## config.mk

```make
export PLATFORM = sky130hd
export DESIGN_NAME = i2s_rx_framer_flat
export DESIGN_NICKNAME = d
export VERILOG_FILES = /design/src/rtl/i2s_rx_framer_if.sv /design/src/rtl/i2s_rx_framer.sv /design/src/flat_wrapper.sv
export SDC_FILE = /design/constraint.sdc
export NUM_CORES = 1
export LEC_CHECK = 0
export ABC_CLOCK_PERIOD_IN_PS = 4400
export BUFFER_PORTS_ARGS = -buffer_cell sky130_fd_sc_hd__buf_2
export CAP_MARGIN = 25
export CORE_MARGIN = 1
export CORE_UTILIZATION = 45
export DETAILED_ROUTE_END_ITERATION = 8
export GPL_ROUTABILITY_DRIVEN = 0
export PLACE_DENSITY_LB_ADDON = 0.08
export SLEW_MARGIN = 20
export SYNTH_ARGS = -nofsm -noshare
export SYNTH_HDL_FRONTEND = slang
export SYNTH_SLANG_ARGS = --single-unit
```

## constraint.sdc

```tcl
create_clock -name clk -period 4.4 [get_ports clk]
set_input_delay 1.1 -clock clk [delete_from_list [all_inputs] [get_ports clk]]
set_output_delay 1.1 -clock clk [all_outputs]
set_load 0.01 [all_outputs]
```

## src/rtl/i2s_rx_framer_if.sv

```systemverilog
// i2s_rx_framer_if
// Bundles the raw I2S lines with the framed stereo output of i2s_rx_framer.
// The master side is the framer: it consumes BCK/LRCK/SD and drives the
// frame bus; the slave side is the I2S source plus the downstream consumer.
interface i2s_rx_framer_if #(
  parameter int W = 32
);
  logic           bck_in;
  logic           lrck_in;
  logic           sd_in;
  logic [2*W-1:0] data;
  logic           start;
  logic           err;
  logic           locked;

  modport master (
    input  bck_in,
    input  lrck_in,
    input  sd_in,
    output data,
    output start,
    output err,
    output locked
  );

  modport slave (
    output bck_in,
    output lrck_in,
    output sd_in,
    input  data,
    input  start,
    input  err,
    input  locked
  );
endinterface

```

## src/rtl/i2s_rx_framer.sv

```systemverilog
// i2s_rx_framer
// Upstream feeder for the NOS DAC transceiver. Synchronizes an asynchronous
// I2S stream, deserializes one stereo frame and presents {left, right} on
// data with a one-cycle start strobe. Slot-length errors pulse err and drop
// lock; a BCK watchdog drops lock when the bit clock stops.
// Build option: define I2S_RX_LJ_EN for left-justified input (MSB aligned
// with the LRCK edge, no 1-bit delay). Without it, standard I2S is expected.
module i2s_rx_framer #(
  parameter int W       = 32,   // matches I2S_BITS in the common package
  parameter int TIMEOUT = 1024
) (
  input logic             clk,
  input logic             resetn,
  i2s_rx_framer_if.master bus
);

  localparam int CW = $clog2(W + 2);
  localparam int WW = (TIMEOUT > 2) ? $clog2(TIMEOUT) : 1;

  typedef enum logic {
    HUNT,
    RUN
  } state_t;

  state_t         state;
  logic [2:0]     bck_sync;
  logic [2:0]     lrck_sync;
  logic [2:0]     sd_sync;
  logic           rise;
  logic           rise_q;
  logic [W-1:0]   shift_reg;
  logic [CW-1:0]  bit_cnt;
  logic           lrck_prev;
  logic [WW-1:0]  wd_cnt;
  logic [W-1:0]   hold_left;
  logic           left_ok;
  logic [2*W-1:0] data_q;
  logic           start_q;
  logic           err_q;
  logic           locked_q;

  logic           lrck_s;
  logic           sd_s;
  logic [CW-1:0]  bit_cnt_inc;
  logic           boundary;
  logic [W-1:0]   closing_word;
  logic [CW-1:0]  closing_cnt;
  logic [CW-1:0]  restart_cnt;
  logic           word_good;
  logic           wd_expired;

  // Three-stage synchronizers on all I2S lines; BCK rise is detected between stages 2 and 3
  always_ff @(posedge clk or negedge resetn) begin
    if (!resetn) begin
      bck_sync  <= '0;
      lrck_sync <= '0;
      sd_sync   <= '0;
    end else begin
      bck_sync  <= {bck_sync[1:0], bus.bck_in};
      lrck_sync <= {lrck_sync[1:0], bus.lrck_in};
      sd_sync   <= {sd_sync[1:0], bus.sd_in};
    end
  end

  assign rise = bck_sync[1] & ~bck_sync[2];

  // Register the rise so the frame logic acts one cycle later; stage 3 of lrck/sd then holds the stage-2 values of the rise cycle
  always_ff @(posedge clk or negedge resetn) begin
    if (!resetn) begin
      rise_q <= 1'b0;
    end else begin
      rise_q <= rise;
    end
  end

  assign lrck_s = lrck_sync[2];
  assign sd_s   = sd_sync[2];

  // Slot-closing word and length, which differ between standard I2S and left-justified input
  always_comb begin
    bit_cnt_inc  = (bit_cnt == CW'(W + 1)) ? bit_cnt : bit_cnt + CW'(1);
    boundary     = rise_q && (lrck_s != lrck_prev);
`ifdef I2S_RX_LJ_EN
    closing_word = shift_reg;
    closing_cnt  = bit_cnt;
    restart_cnt  = CW'(1);
`else
    closing_word = {shift_reg[W-2:0], sd_s};
    closing_cnt  = bit_cnt_inc;
    restart_cnt  = '0;
`endif
    word_good    = (closing_cnt == CW'(W));
    wd_expired   = !rise_q && (wd_cnt == WW'(TIMEOUT - 1));
  end

  // Frame FSM: shifts bits, evaluates slots at LRCK changes, runs the BCK watchdog and registers all outputs
  always_ff @(posedge clk or negedge resetn) begin
    if (!resetn) begin
      state     <= HUNT;
      shift_reg <= '0;
      bit_cnt   <= '0;
      lrck_prev <= 1'b0;
      wd_cnt    <= '0;
      hold_left <= '0;
      left_ok   <= 1'b0;
      data_q    <= '0;
      start_q   <= 1'b0;
      err_q     <= 1'b0;
      locked_q  <= 1'b0;
    end else begin
      start_q <= 1'b0;
      err_q   <= 1'b0;
      if (rise_q) begin
        wd_cnt    <= '0;
        shift_reg <= {shift_reg[W-2:0], sd_s};
        lrck_prev <= lrck_s;
        if (boundary) begin
          bit_cnt <= restart_cnt;
          case (state)
            HUNT: begin
              state <= RUN;
            end
            RUN: begin
              if (word_good) begin
                if (!lrck_prev) begin
                  hold_left <= closing_word;
                  left_ok   <= 1'b1;
                end else if (left_ok) begin
                  data_q   <= {hold_left, closing_word};
                  start_q  <= 1'b1;
                  locked_q <= 1'b1;
                  left_ok  <= 1'b0;
                end
              end else begin
                err_q    <= 1'b1;
                left_ok  <= 1'b0;
                locked_q <= 1'b0;
              end
            end
            default: begin
              state <= HUNT;
            end
          endcase
        end else begin
          bit_cnt <= bit_cnt_inc;
        end
      end else if (wd_expired) begin
        state    <= HUNT;
        locked_q <= 1'b0;
        left_ok  <= 1'b0;
      end else begin
        wd_cnt <= wd_cnt + WW'(1);
      end
    end
  end

  assign bus.data   = data_q;
  assign bus.start  = start_q;
  assign bus.err    = err_q;
  assign bus.locked = locked_q;

endmodule

```

## src/flat_wrapper.sv

```systemverilog
// flat-port wrapper written by rule: the top's interface ports become plain ports
module i2s_rx_framer_flat 
#(
  parameter int W       = 32,                                            
  parameter int TIMEOUT = 1024
)
  (clk, resetn, bus_bck_in, bus_lrck_in, bus_sd_in, bus_data, bus_start, bus_err, bus_locked);
  i2s_rx_framer_if #(.W(W)) bus_i ();
  input logic clk;
  input logic resetn;
  input wire logic [$bits(bus_i.bck_in)-1:0] bus_bck_in;
  input wire logic [$bits(bus_i.lrck_in)-1:0] bus_lrck_in;
  input wire logic [$bits(bus_i.sd_in)-1:0] bus_sd_in;
  output wire logic [$bits(bus_i.data)-1:0] bus_data;
  output wire logic [$bits(bus_i.start)-1:0] bus_start;
  output wire logic [$bits(bus_i.err)-1:0] bus_err;
  output wire logic [$bits(bus_i.locked)-1:0] bus_locked;
  assign bus_i.bck_in = bus_bck_in;
  assign bus_i.lrck_in = bus_lrck_in;
  assign bus_i.sd_in = bus_sd_in;
  assign bus_data = bus_i.data;
  assign bus_start = bus_i.start;
  assign bus_err = bus_i.err;
  assign bus_locked = bus_i.locked;
  i2s_rx_framer #(.W(W), .TIMEOUT(TIMEOUT)) u_core (.clk(clk), .resetn(resetn), .bus(bus_i));
endmodule
```

==> reports/results.tsv <==
stage	metric	value	unit
run_status	status	finished, final reports clean	
sta	final.period_utilization	61.16	%
clock_tree	cts_setup_buffers	0	
finish	num_antenna_cells	0	
clock_tree	htree_num_levels	4	
global_route	antenna_found_initial	0	
clock_tree	numCtsBuffers	17	
yosys	syn_avg_cell_area	15.77	um2
power_and_ir_drop	p_leak	4.088	nW
sta	timing.fmax	371.6	MHz
critical_path	r2r_cells	7	
finish	final_nets	498	
power_and_ir_drop	ir_worst_vdd	0.2559	mV
sta	hold_viol	0	
floorplan	die_area	14820	um2
power_and_ir_drop	powerDensity	451.1	nW/um2
clock_tree	cts_sinks	159	
floorplan	pin_count	72	
sta	slew_violations	0	
finish	regArea	3980	um2
clock_tree	worstSkewPairLatency	420	ps
job	maxCapViolations	0	
floorplan	row_count	43	
yosys	synth.distinct_cells	44	
critical_path	start_kind	flip-flop	
hold_path	min_path_cells	0	
critical_path	critical_path_class	flip-flop to flip-flop	
clock_tree	cts_tree	done	
route	post_drt_wl_per_cell	15.83	um
sta	fin_worst_skew	6.929	ps
sta	setup_tns	0	ps
floorplan	die_w	121.7	um
sta	min_period	2691	ps
yosys	synth_seq_cells	159	
place	dpl_worst_slack	1686	ps
sta	rsz0062_at_grt	no	
clock_tree	ctsResizeCount	0	
finish	largest_reg_flops	64	
route	ant_nets	0	
finish	fillers	1142	
finish	area_growth_syn_to_layout	18.33	%
clock_tree	clkTransAtPathRegs	60	ps
critical_path	path_max_fanout	21	
sta	fin_ws	1709	ps
finish	instances_no_fill	682	
route	wirelength	10.80	mm
sta	relSlewSlack	47.55	%
critical_path	cp_data_arrival_time	3000	ps
yosys	yosysSeqAreaShare	61.69	%
route	firstDrtPassIters	4	
route	drc	0	
place	io_buffers	71	
critical_path	required	4710	ps
global_route	grt_pass1_wl	18.07	mm
yosys	synth_top_area_share	61.69	%
sta	setup_viol	0	
finish	drive_gt1_share	49.00	%
finish	multi_input_area	2342	um2
yosys	synth_area_leaders	dfrtp_1 (62%), mux2_4 (14%), mux2_2 (12%)	
route	post_drt_via_cell_ratio	5.040	
yosys	synth_area_leader_cell	dfrtp_1	
floorplan	initial_core_util	46.29	%
global_route	grt_pass1_vias	3467	
route	via_count	3437	
yosys	netlist_instances	409	
global_route	grt_max_degree	83	
yosys	syn-cell-area	6450	um2
floorplan	core-area	13930	um2
critical_path	crit_path_end_kind	flip-flop	
hold_path	min_path_type	flip-flop to flip-flop	
clock_tree	ctsHoldBuffers	0	
clock_tree	cts_buffer_depth	2	
floorplan	fp.dieH	121.7	um
global_route	grt_overflow	0	
yosys	synthesis.nets	418	
yosys	yosysWarnings	0	
global_route	track_usage	16.27	%
place	dp_hpwl	6.737	mm
route	drt_iter0_markers	184	
sta	tightestPinTransition	783.8	ps
place	dpl.cell_count	650	
clock_tree	cts-root-buf	clkbuf_16	
-- report_power, final --
group	internal [W]	switching (W)	total (W)
Sequential	0.00156	0.0000990	0.00165
Combinational	0.0000921	0.0000916	0.000184
Clock	0.00104	0.000566	0.00161
-- layer usage --
| metal | up-vias | global-route usage [%] | part of all wire, % |
|---|---|---|---|
| met1 | 1728 | 22.15 | 48 |
| met2 | 81 | 23.37 | 45 |
| met4 | 0 | 7.639 | 1.8 |
| met5 | - | 0 | 0 |
| met3 | 17 | 5.478 | 4.9 |
| li1 | 1611 | - | - |
-- cells by family (layout without fill, tap and decap cells) --
kind of cell	Yosys count	after routing	synth area share, %
compound gates	29	29	3.337
xor+xnor	7	7	0.9506
fa+ha+maj	4	4	0.7760
buf+inv	18	111	2.114
flops	159	159	61.69
mux	129	129	25.99
simple gates	63	63	5.141
-- metrics by stage --
stage	utilization (%)	hold WS, ps	total power [W]	cell area, um2
floorplan	-	331.2	0.001782	6450
global placement	49.93	331.7	0.001859	6958
detailed placement	50.04	337.1	0.001868	6973
CTS	54.77	351.1	0.003488	7632
global route	54.77	358.7	0.003595	7632
finish	54.77	348.2	0.003443	7632
-- synth_stat cells, drive strengths merged --
master and instances:
and2b 1, nor3 3, a221oi 1, a211oi 2
clkbuf 4, buf 13, mux2i 1, nor2b 3
a21bo 1, xor2 3, nand4 3, nand3b 2
ha 4, o21ai 11, a21o 1, nand2b 1
dfrtp 159, o211ai 2, and2 1, and4 3
nand3 9, mux2 128, o21a 1, o22ai 1
a21oi 4, and3 4, inv 1, nand2 16
a311oi 1, o221ai 1, nor2 13, xnor2 4
a31oi 1, o31ai 2, nor3b 4
-- path summary, 6_finish.rpt --
kind | from | to | slack, ps
worst max register to register | u_core.bit_cnt[0] | u_core.hold_left[12] | 1710
worst max-delay path | u_core.bit_cnt[0] | u_core.hold_left[12] | 1710
worst min-delay path | u_core.sd_sync[1] | u_core.sd_sync[2] | 350
worst min register to register | u_core.sd_sync[1] | u_core.sd_sync[2] | 350
max in group asynchronous | resetn | u_core.shift_reg[6] | 2830
min in group asynchronous | resetn | u_core.bus.data[50] | 700
-- critical path: stages, from the launching register on --
cell	delay, ps
dfrtp_1	460
ha_1	280
and2_1	200
a21oi_2	250
a211oi_4	130
o21ai_4	650
buf_8	250
mux2_2	350
-- layout make-up --
type / instances / area share (%)
Sequential cell: 159 / 52.15
Multi-Input combinational cell: 232 / 30.69
Clock buffer: 23 / 6.656
Timing Repair Buffer: 78 / 5.525
Tap cell: 180 / 2.951
Clock inverter: 9 / 1.984
Inverter: 1 / 0.04918
-- placed cells by master (no fill, tap or decap), types with 2 or more instances in the layout --
cell         n
nor2b_1      3
and3_1       4
clkbuf_16   17
o31ai_1      2
mux2_2      68
ha_1         4
nor2_1      13
nand4_1      3
clkinv_2     3
nand3_1      9
a21oi_1      3
nand2_1     16
dfrtp_1    158
mux2_4      60
bufinv_16    4
o211ai_1     2
xnor2_1      4
o21ai_0      9
nor3_1       2
buf_2       70
o21ai_4      2
nor3b_1      4
clkbuf_8     6
buf_4        6
xor2_1       3
and4_1       3
No activity file was read; power rests on OpenSTA's default activity.
